--- src/rtl/ysyx_210247_if_axi_rd_if.sv ---
// ysyx_210247_if_axi_rd_if: IF-stage fetch handshake plus single-beat AXI4 read channels
interface ysyx_210247_if_axi_rd_if #(
    parameter int ADDR_W = 32
);
    logic              inst_valid;
    logic [63:0]       inst_addr;
    logic [1:0]        inst_size;
    logic              inst_ready;
    logic [63:0]       inst_read;
    logic [1:0]        inst_resp;
    logic              ar_valid;
    logic              ar_ready;
    logic [ADDR_W-1:0] ar_addr;
    logic [3:0]        ar_id;
    logic [7:0]        ar_len;
    logic [2:0]        ar_size;
    logic [1:0]        ar_burst;
    logic              r_valid;
    logic              r_ready;
    logic [63:0]       r_data;
    logic [1:0]        r_resp;
    logic              r_last;
    logic [3:0]        r_id;

    modport master (
        input  inst_valid, inst_addr, inst_size, ar_ready, r_valid, r_data, r_resp, r_last, r_id,
        output inst_ready, inst_read, inst_resp, ar_valid, ar_addr, ar_id, ar_len, ar_size, ar_burst, r_ready
    );

    modport slave (
        output inst_valid, inst_addr, inst_size, ar_ready, r_valid, r_data, r_resp, r_last, r_id,
        input  inst_ready, inst_read, inst_resp, ar_valid, ar_addr, ar_id, ar_len, ar_size, ar_burst, r_ready
    );
endinterface

--- src/rtl/ysyx_210247_if_axi_rd.sv ---
// ysyx_210247_if_axi_rd: turns IF-stage fetch requests into single-beat AXI4 reads and buffers the word
module ysyx_210247_if_axi_rd #(
    parameter logic [3:0] AXI_ID = 4'd0,
    parameter int         ADDR_W = 32
) (
    input logic clk,
    input logic rst,
    ysyx_210247_if_axi_rd_if.master bus
);
    typedef enum logic [1:0] {IDLE, ADDR, DATA, HOLD} state_t;

    state_t      state, state_next;
    logic [63:0] req_addr, buf_data;
    logic [1:0]  buf_resp;
    logic        ar_valid_q, r_ready_q;
    logic        ld_req, ld_err, ld_r, inst_ready;
    logic        aligned, match;
    logic        unused_ok;

    assign aligned = bus.inst_addr[1:0] == 2'b00;
    assign match   = bus.inst_addr == req_addr;

    assign bus.inst_ready = inst_ready;
    assign bus.inst_read  = buf_data;
    assign bus.inst_resp  = buf_resp;
    assign bus.ar_valid   = ar_valid_q;
    assign bus.ar_addr    = req_addr[ADDR_W-1:0];
    assign bus.ar_id      = AXI_ID;
    assign bus.ar_len     = 8'd0;
    assign bus.ar_size    = 3'b010;
    assign bus.ar_burst   = 2'b01;
    assign bus.r_ready    = r_ready_q;
    assign unused_ok      = &{1'b0, bus.inst_size, bus.r_last, bus.r_id};

    // state register
    always_ff @(posedge clk) begin
        if (rst) state <= IDLE;
        else     state <= state_next;
    end

    // AXI valid/ready flags follow the next state; request address and response buffer load on enables
    always_ff @(posedge clk) begin
        if (rst) begin
            ar_valid_q <= 1'b0;
            r_ready_q  <= 1'b0;
            req_addr   <= 64'd0;
            buf_data   <= 64'd0;
            buf_resp   <= 2'b00;
        end else begin
            ar_valid_q <= state_next == ADDR;
            r_ready_q  <= state_next == DATA;
            if (ld_req) req_addr <= bus.inst_addr;
            if (ld_err) begin
                buf_data <= 64'd0;
                buf_resp <= 2'b10;
            end
            if (ld_r) begin
                buf_data <= req_addr[2] ? {32'd0, bus.r_data[63:32]} : {32'd0, bus.r_data[31:0]};
                buf_resp <= bus.r_resp;
            end
        end
    end

    // next state, buffer load enables and the combinational handshake; stale words are dropped only in HOLD
    always_comb begin
        state_next = state;
        inst_ready = 1'b0;
        ld_req     = 1'b0;
        ld_err     = 1'b0;
        ld_r       = 1'b0;
        case (state)
            IDLE: begin
                ld_req     = bus.inst_valid;
                ld_err     = bus.inst_valid & ~aligned;
                state_next = ~bus.inst_valid ? IDLE : aligned ? ADDR : HOLD;
            end
            ADDR: state_next = bus.ar_ready ? DATA : ADDR;
            DATA: begin
                ld_r       = bus.r_valid;
                state_next = bus.r_valid ? HOLD : DATA;
            end
            HOLD: begin
                inst_ready = bus.inst_valid & match;
                ld_req     = bus.inst_valid & ~match;
                ld_err     = bus.inst_valid & ~match & ~aligned;
                state_next = ~bus.inst_valid ? HOLD : match ? IDLE : aligned ? ADDR : HOLD;
            end
        endcase
    end
endmodule
--- src/flat_wrapper.sv ---
// flat-port wrapper written by rule: the top's interface ports become plain ports
module ysyx_210247_if_axi_rd_flat 
#(
    parameter logic [3:0] AXI_ID = 4'd0,
    parameter int         ADDR_W = 32
)
  (clk, rst, bus_inst_valid, bus_inst_addr, bus_inst_size, bus_ar_ready, bus_r_valid, bus_r_data, bus_r_resp, bus_r_last, bus_r_id, bus_inst_ready, bus_inst_read, bus_inst_resp, bus_ar_valid, bus_ar_addr, bus_ar_id, bus_ar_len, bus_ar_size, bus_ar_burst, bus_r_ready);
  ysyx_210247_if_axi_rd_if #(.ADDR_W(ADDR_W)) bus_i ();
  input logic clk;
  input logic rst;
  input wire logic [$bits(bus_i.inst_valid)-1:0] bus_inst_valid;
  input wire logic [$bits(bus_i.inst_addr)-1:0] bus_inst_addr;
  input wire logic [$bits(bus_i.inst_size)-1:0] bus_inst_size;
  input wire logic [$bits(bus_i.ar_ready)-1:0] bus_ar_ready;
  input wire logic [$bits(bus_i.r_valid)-1:0] bus_r_valid;
  input wire logic [$bits(bus_i.r_data)-1:0] bus_r_data;
  input wire logic [$bits(bus_i.r_resp)-1:0] bus_r_resp;
  input wire logic [$bits(bus_i.r_last)-1:0] bus_r_last;
  input wire logic [$bits(bus_i.r_id)-1:0] bus_r_id;
  output wire logic [$bits(bus_i.inst_ready)-1:0] bus_inst_ready;
  output wire logic [$bits(bus_i.inst_read)-1:0] bus_inst_read;
  output wire logic [$bits(bus_i.inst_resp)-1:0] bus_inst_resp;
  output wire logic [$bits(bus_i.ar_valid)-1:0] bus_ar_valid;
  output wire logic [$bits(bus_i.ar_addr)-1:0] bus_ar_addr;
  output wire logic [$bits(bus_i.ar_id)-1:0] bus_ar_id;
  output wire logic [$bits(bus_i.ar_len)-1:0] bus_ar_len;
  output wire logic [$bits(bus_i.ar_size)-1:0] bus_ar_size;
  output wire logic [$bits(bus_i.ar_burst)-1:0] bus_ar_burst;
  output wire logic [$bits(bus_i.r_ready)-1:0] bus_r_ready;
  assign bus_i.inst_valid = bus_inst_valid;
  assign bus_i.inst_addr = bus_inst_addr;
  assign bus_i.inst_size = bus_inst_size;
  assign bus_i.ar_ready = bus_ar_ready;
  assign bus_i.r_valid = bus_r_valid;
  assign bus_i.r_data = bus_r_data;
  assign bus_i.r_resp = bus_r_resp;
  assign bus_i.r_last = bus_r_last;
  assign bus_i.r_id = bus_r_id;
  assign bus_inst_ready = bus_i.inst_ready;
  assign bus_inst_read = bus_i.inst_read;
  assign bus_inst_resp = bus_i.inst_resp;
  assign bus_ar_valid = bus_i.ar_valid;
  assign bus_ar_addr = bus_i.ar_addr;
  assign bus_ar_id = bus_i.ar_id;
  assign bus_ar_len = bus_i.ar_len;
  assign bus_ar_size = bus_i.ar_size;
  assign bus_ar_burst = bus_i.ar_burst;
  assign bus_r_ready = bus_i.r_ready;
  ysyx_210247_if_axi_rd #(.AXI_ID(AXI_ID), .ADDR_W(ADDR_W)) u_core (.clk(clk), .rst(rst), .bus(bus_i));
endmodule
--- config.mk ---
export PLATFORM = sky130hd
export DESIGN_NAME = ysyx_210247_if_axi_rd_flat
export DESIGN_NICKNAME = d
export VERILOG_FILES = /design/src/rtl/ysyx_210247_if_axi_rd_if.sv /design/src/rtl/ysyx_210247_if_axi_rd.sv /design/src/flat_wrapper.sv
export SDC_FILE = /design/constraint.sdc
export NUM_CORES = 1
export LEC_CHECK = 0
export CAP_MARGIN = 20
export CORE_AREA = 2 2 100 102
export DETAILED_ROUTE_END_ITERATION = 8
export DIE_AREA = 0 0 102 104
export DONT_BUFFER_PORTS = 1
export PLACE_DENSITY_LB_ADDON = 0.15
export SLEW_MARGIN = 15
export SYNTH_ARGS = -nofsm -noshare
export SYNTH_HDL_FRONTEND = slang
export SYNTH_SLANG_ARGS = --single-unit
--- constraint.sdc ---
create_clock -name clk -period 4.75 [get_ports clk]
set_input_delay 1.1875 -clock clk [delete_from_list [all_inputs] [get_ports clk]]
set_output_delay 1.1875 -clock clk [all_outputs]
set_load 0.05 [all_outputs]
==> out/results.ini, run 1 <==
[hold_path]
holdCritPathClass=flop to flop
hp-start=u_core.req_addr[58]$_SDFFE_PP0P_
min_path_cells=2
whs_endpoint=u_core.req_addr[58]$_SDFFE_PP0P_

[clocking]
h-tree-depth=3
cts-root-buf=clkbuf_8
holdBufCountCts=0
ctsResizeCount=0
insertion_delay_ns=0.37
clk_pin_slew_ns=0.09
cts_tree=yes
numCtsBuffers=9
clock_sinks=102
post-cts-setup-buffers=0
cts_buffer_depth=2

[floorplanning]
die_h_um=104
start_util_pct=58.9
pin_count=260
rows=36
core_um2=9550
die_w_um=102
die-area_um2=10600

[placement]
place_inst=704
dp_hpwl_mm=8.64
io_buffers=0
place_area_um2=5260
place_congestion=0.838

[sta]
fin_tns_setup_ns=0
slew_viol_final=0
finalHoldViolCount=0
min_period_ns=3.98
tightest_slew_ns=1.06
slew-limit-headroom_pct=29.4
finalCritPeriodShare_pct=83.9
setup_viol=0
rsz0062_at_grt=no
finClkSkew_ns=0.0134
clock.fmax_mhz=251

[setup_path]
critPathArrivalTime_ns=2.80
critPathCaptureType=primary output
crit_fanout=2
r2r-end=u_core.req_addr[20]$_SDFFE_PP0P_
reg2reg_slack_ns=1.73
cp-start-kind=primary input
r2r-start=u_core.req_addr[15]$_SDFFE_PP0P_
crit_type=primary input to primary output
cp.required_ns=3.56
reg2regPathDepth=8

[routing]
dr.pass1.iters=4
route.vias.total=3838
wirelength_mm=11.8
ant_nets=0
via_per_inst=5.33
avgRoutedWirePerCell_um=16.4
drt_iter0_drc=125
drcViolationCount=0

[grt]
grt_pass1_wl_mm=18.0
gr-total-overflow=0
grt_antenna_before_repair=0
grt_pass1_vias=3721
grt_usage_pct=21.2
grt_max_degree=103

[finish]
diodes=0
nets=729
area_growth_pct=-3.00
fill_cells=877
stdcell_count=720
utilization_pct=57.2
post_route_cells_drive_above_1_share_pct=5.28
final_cell_area_um2=5460

[power]
clock_power_share_pct=18.7
p_per_area_nw_per_um2=546
p_sw_share_pct=44.7
p_comb_share_pct=29.7
power_switching_mw=1.33
leakagePower_nw=2.24
internal_power_mw=1.65
vdd_drop_max_uv=333
pwr-share-seq_pct=51.6

[yosys]
async_reset_ff_share_pct=0
synth_area_um2=5630
ys_types=29
ys_ff_latch=102
synth_warnings=0
syn_inst=634
ys_seq_area_share_pct=36.3
ys.flop_type=dfxtp_1
synth_edf_count=0
syn_area_per_cell_um2=8.88

[flow_run]
max_cap_violations=0

[run_status]
outcome=finished, final reports clean

-- synthesized netlist by cell type (3+ instances only) --
master,n,area share [%]
buf_4,81,11
dfxtp_1,102,36
buf_6,8,1.6
ha_1,5,1.1
xor2_1,64,10
nor4_1,16,1.8
nand2_1,132,8.8
o22ai_1,33,3.7
mux2i_1,96,17
nand3_1,34,3.0
inv_1,6,0.40
nor2_1,3,0.20
clkbuf_1,30,2.0
nand4_1,4,0.44
-- sequential cells by signal (all words and copies together), names as in the netlist --
signal,flops
u_core.bus.r_ready,1
u_core.bus.inst_read,32
u_core.bus.inst_resp,2
u_core.req_addr,64
u_core.bus.ar_valid,1
u_core.state,2
-- critical path, stage by stage --
cell and delay (ns):
xor2_1 0.13, nor4_1 0.50, nand4_1 0.24, nor4_4 0.32
and3_1 0.21, buf_4 0.20
-- power groups by stage --
stage               Clock, mW  Sequential (mW)  Combinational (mW)
finish                  0.558             1.54               0.885
global route            0.610             1.56               0.965
CTS                     0.571             1.54               0.887
detailed placement          0             1.56               0.886
global placement            0             1.55               0.861
floorplan                   0             1.29                1.16
-- cell usage in the layout, fill, tap and decap left out, drive strengths merged, types with 3 or more instances in the layout --
| cell | Yosys | final |
|---|---|---|
| nor4 | 17 | 17 |
| nand4 | 4 | 4 |
| o22ai | 33 | 33 |
| nand3 | 34 | 34 |
| ha | 5 | 5 |
| conb | 2 | 49 |
| xor2 | 64 | 64 |
| nor2 | 3 | 3 |
| buf | 89 | 9 |
| nand2 | 132 | 132 |
| mux2i | 96 | 96 |
| inv | 6 | 8 |
| clkbuf | 30 | 9 |
| dfxtp | 102 | 102 |
-- layout make-up --
| class | count | area, um2 | area share, % |
|---|---|---|---|
| Tap cell | 133 | 166 | 3.05 |
| Clock buffer | 9 | 124 | 2.27 |
| Timing Repair Buffer | 9 | 75.1 | 1.38 |
| Sequential cell | 102 | 2040 | 37.4 |
| Multi-Input combinational cell | 454 | 2950 | 54.1 |
| Inverter | 6 | 25.0 | 0.458 |
| Clock inverter | 7 | 72.6 | 1.33 |
-- per-stage QoR --
| stage | power [mW] | hold slack [ns] | setup WS (ns) |
|---|---|---|---|
| after floorplan | 2.44 | 0.446 | 0.934 |
| after global placement | 2.41 | 0.454 | 0.714 |
| after detailed placement | 2.44 | 0.459 | 0.718 |
| after CTS | 3.00 | 0.477 | 0.713 |
| after global routing | 3.14 | 0.495 | 0.676 |
| final | 2.98 | 0.474 | 0.766 |
-- metal layers --
layer  global-route usage [%]  share of wire (%)
met5                        0                  0
met4                     8.38                2.1
met3                     7.80                 10
met2                     35.9                 49
met1                     23.9                 38
-- worst max-delay path by stage --
stage	from	endpoint	slack, ns	cells after the start
final	bus_inst_addr[15]	bus_inst_ready	0.77	6
after global routing	bus_inst_addr[15]	bus_inst_ready	0.68	6
after CTS	bus_inst_addr[15]	bus_inst_ready	0.71	6
after detailed placement	bus_inst_addr[15]	bus_inst_ready	0.72	6
after global placement	bus_inst_addr[15]	bus_inst_ready	0.71	6
after floorplan	bus_inst_addr[60]	bus_inst_ready	0.93	5
-- kinds of logic after synthesis --
logic type	share of synthesized area (%)
simple gates	15.2
buf+inv	14.8
flops	36.3
mux	17.1
xor+xnor	9.96
compound gates	5.45
fa+ha+maj	1.11
other cells	0.133
Note: power is estimated with default switching activity, not from simulation.
==> run 2: changes to the inputs <==
CORE_AREA = default   (was 2 2 100 102)
CORE_UTILIZATION = 58   (was default)
DIE_AREA = default   (was 0 0 102 104)
clock period = 3.56 ns   (was 4.75 ns; I/O delays follow)
==> run 2 against run 1 <==
First-iteration DRC count is 34% lower; hold slack worse by 0.0020 ns; clock-buffer cell count is 3 higher; global-route usage is 1.7 points higher; non-clock buffer count is 32 higher; final area is 5.0% higher; critical path depth is 1 higher; sequential power is 11% higher.
==> out/results.ini, run 2 (same netlist as run 1, synthesis figures left out) <==
[sta]
tightest_slew_ns=0.843
slew-limit-headroom_pct=43.6
rsz0062_at_grt=no
setup_viol=0
finClkSkew_ns=0.0117
finalHoldViolCount=0
fin_tns_setup_ns=0
finalCritPeriodShare_pct=95.5
min_period_ns=3.40
slew_viol_final=0
clock.fmax_mhz=294

[clocking]
clock_sinks=102
cts_buffer_depth=2
post-cts-setup-buffers=0
clk_pin_slew_ns=0.09
insertion_delay_ns=0.36
cts-root-buf=clkbuf_8
ctsResizeCount=0
holdBufCountCts=0
numCtsBuffers=9
cts_tree=yes
h-tree-depth=3

[grt]
grt_pass1_wl_mm=18.2
grt_max_degree=101
grt_usage_pct=23.0
gr-total-overflow=0
grt_pass1_vias=3816
grt_antenna_before_repair=0

[setup_path]
critPathCaptureType=primary output
slowest_delay_ns=0.68
crit_type=flop to primary output
cp_slowest_cell=dfxtp_1
cp.buffers_inverters=2
r2r-start=u_core.req_addr[27]$_SDFFE_PP0P_
critPathArrivalTime_ns=2.51
crit_fanout=2
path_cells=buf_4 > xor2_1 > nor4_1 > nand4_1 > nor4_4 > and3_1 > buf_12
reg2regPathDepth=9
reg2reg_slack_ns=0.67
cp.required_ns=2.67
cp_top_family=simple AND/OR/NAND/NOR gates
r2r-end=u_core.bus.inst_read[11]$_SDFFE_PP0P_
cp-start-kind=flop

[finish]
nets=761
sequential_cell_area_um2=2040
stdcell_count=747
post_route_cells_drive_above_1_share_pct=9.71
largest_reg_flops=64
diodes=0
mostFrequentLayoutCell=nand2_1
fill_cells=824
final_cell_mix=nand2_1, dfxtp_1, mux2i_1
multiInputGateArea_um2=2950
top_register=u_core.req_addr
area_growth_pct=1.82

[routing]
route.vias.total=4012
drcViolationCount=0
dr.pass1.iters=4
ant_nets=0
drt_iter0_drc=83
wirelength_mm=11.9
via_per_inst=5.37
avgRoutedWirePerCell_um=15.9

[floorplanning]
die_h_um=101
rows=35
pin_count=260
core_um2=9330
die-area_um2=10100
start_util_pct=60.3
die_w_um=101

[power]
leakagePower_nw=2.41
pwr-share-seq_pct=41.4
p_per_area_nw_per_um2=718
vdd_drop_max_uv=304
internal_power_mw=2.34
p_comb_share_pct=40.9
power_switching_mw=1.78
p_sw_share_pct=43.2
clock_power_share_pct=17.7

[hold_path]
hp-start=u_core.req_addr[60]$_SDFFE_PP0P_
min_path_cells=2
holdCritPathClass=flop to flop
whs_endpoint=u_core.req_addr[60]$_SDFFE_PP0P_

[placement]
place_inst=732
io_buffers=0
place_congestion=0.837
dp_hpwl_mm=8.90

[run_status]
outcome=finished, final reports clean

[flow_run]
max_cap_violations=0

-- run 2: cell types whose count changed in the layout (fill, tap and decap cells not counted), sizes merged --
cell    previous run  this run
buf                9        41
clkbuf             9        12
inv                8         6
clkinv             2         0
-- run 2: cell type report --
cell class | count | share of cell area (%)
Multi-Input combinational cell | 454 | 51.5
Sequential cell | 102 | 35.7
Timing Repair Buffer | 41 | 6.24
Tap cell | 129 | 2.82
Clock buffer | 12 | 2.53
Clock inverter | 3 | 0.786
Inverter | 6 | 0.437
-- run 2: power by group through the flow --
stage	logic (mW)	registers (mW)	clock network (mW)
4_1_cts	1.69	1.71	0.745
6_report	1.68	1.71	0.729
3_3_place_gp	1.65	1.72	0
5_1_grt	1.81	1.73	0.792
2_1_floorplan	1.54	1.72	0
3_5_place_dp	1.69	1.73	0
-- run 2: metal layers --
metal  share of wire (%)  track usage, %  vias up
li1                    -               -     1970
met1                  39            26.4     1872
met2                  51            40.5      158
met3                 8.7            6.73       12
met4                 1.3            8.14        0
met5                   0               0        -
-- run 2: worst max-delay path by stage --
stage,startpoint,endpoint,slack (ns),cells past startpoint
final,u_core.req_addr[27]$_SDFFE_PP0P_,bus_inst_ready,0.16,7
after global routing,u_core.req_addr[27]$_SDFFE_PP0P_,bus_inst_ready,0.006,7
after CTS,u_core.req_addr[27]$_SDFFE_PP0P_,bus_inst_ready,0.12,7
after detailed placement,bus_inst_addr[15],bus_inst_ready,0.15,6
after global placement,bus_inst_addr[15],bus_inst_ready,0.18,6
after floorplan,bus_inst_addr[60],bus_inst_ready,0.34,5
-- run 2: through the flow --
stage / hold WS, ns / total power, mW / cell area [um2] / util, % / setup slack, ns
4_1_cts: 0.473 / 4.15 / 5730 / 61.4 / 0.123
6_report: 0.472 / 4.12 / 5730 / 61.4 / 0.161
2_1_floorplan: 0.446 / 3.26 / 5800 / - / 0.339
5_1_grt: 0.487 / 4.34 / 5730 / 61.4 / 0.00574
3_5_place_dp: 0.460 / 3.42 / 5540 / 59.4 / 0.151
3_3_place_gp: 0.453 / 3.37 / 5540 / 59.4 / 0.180
-- run 2: worst register-to-register path, delay by kind of cell (launching register included) --
family / cells / cell delay [ns]
AOI/OAI and AO/OA: 2 / 0.91
buffers and inverters: 3 / 0.78
DFF: 1 / 0.68
and+or+nand+nor: 3 / 0.26
xor gates and xnor gates: 1 / 0.14
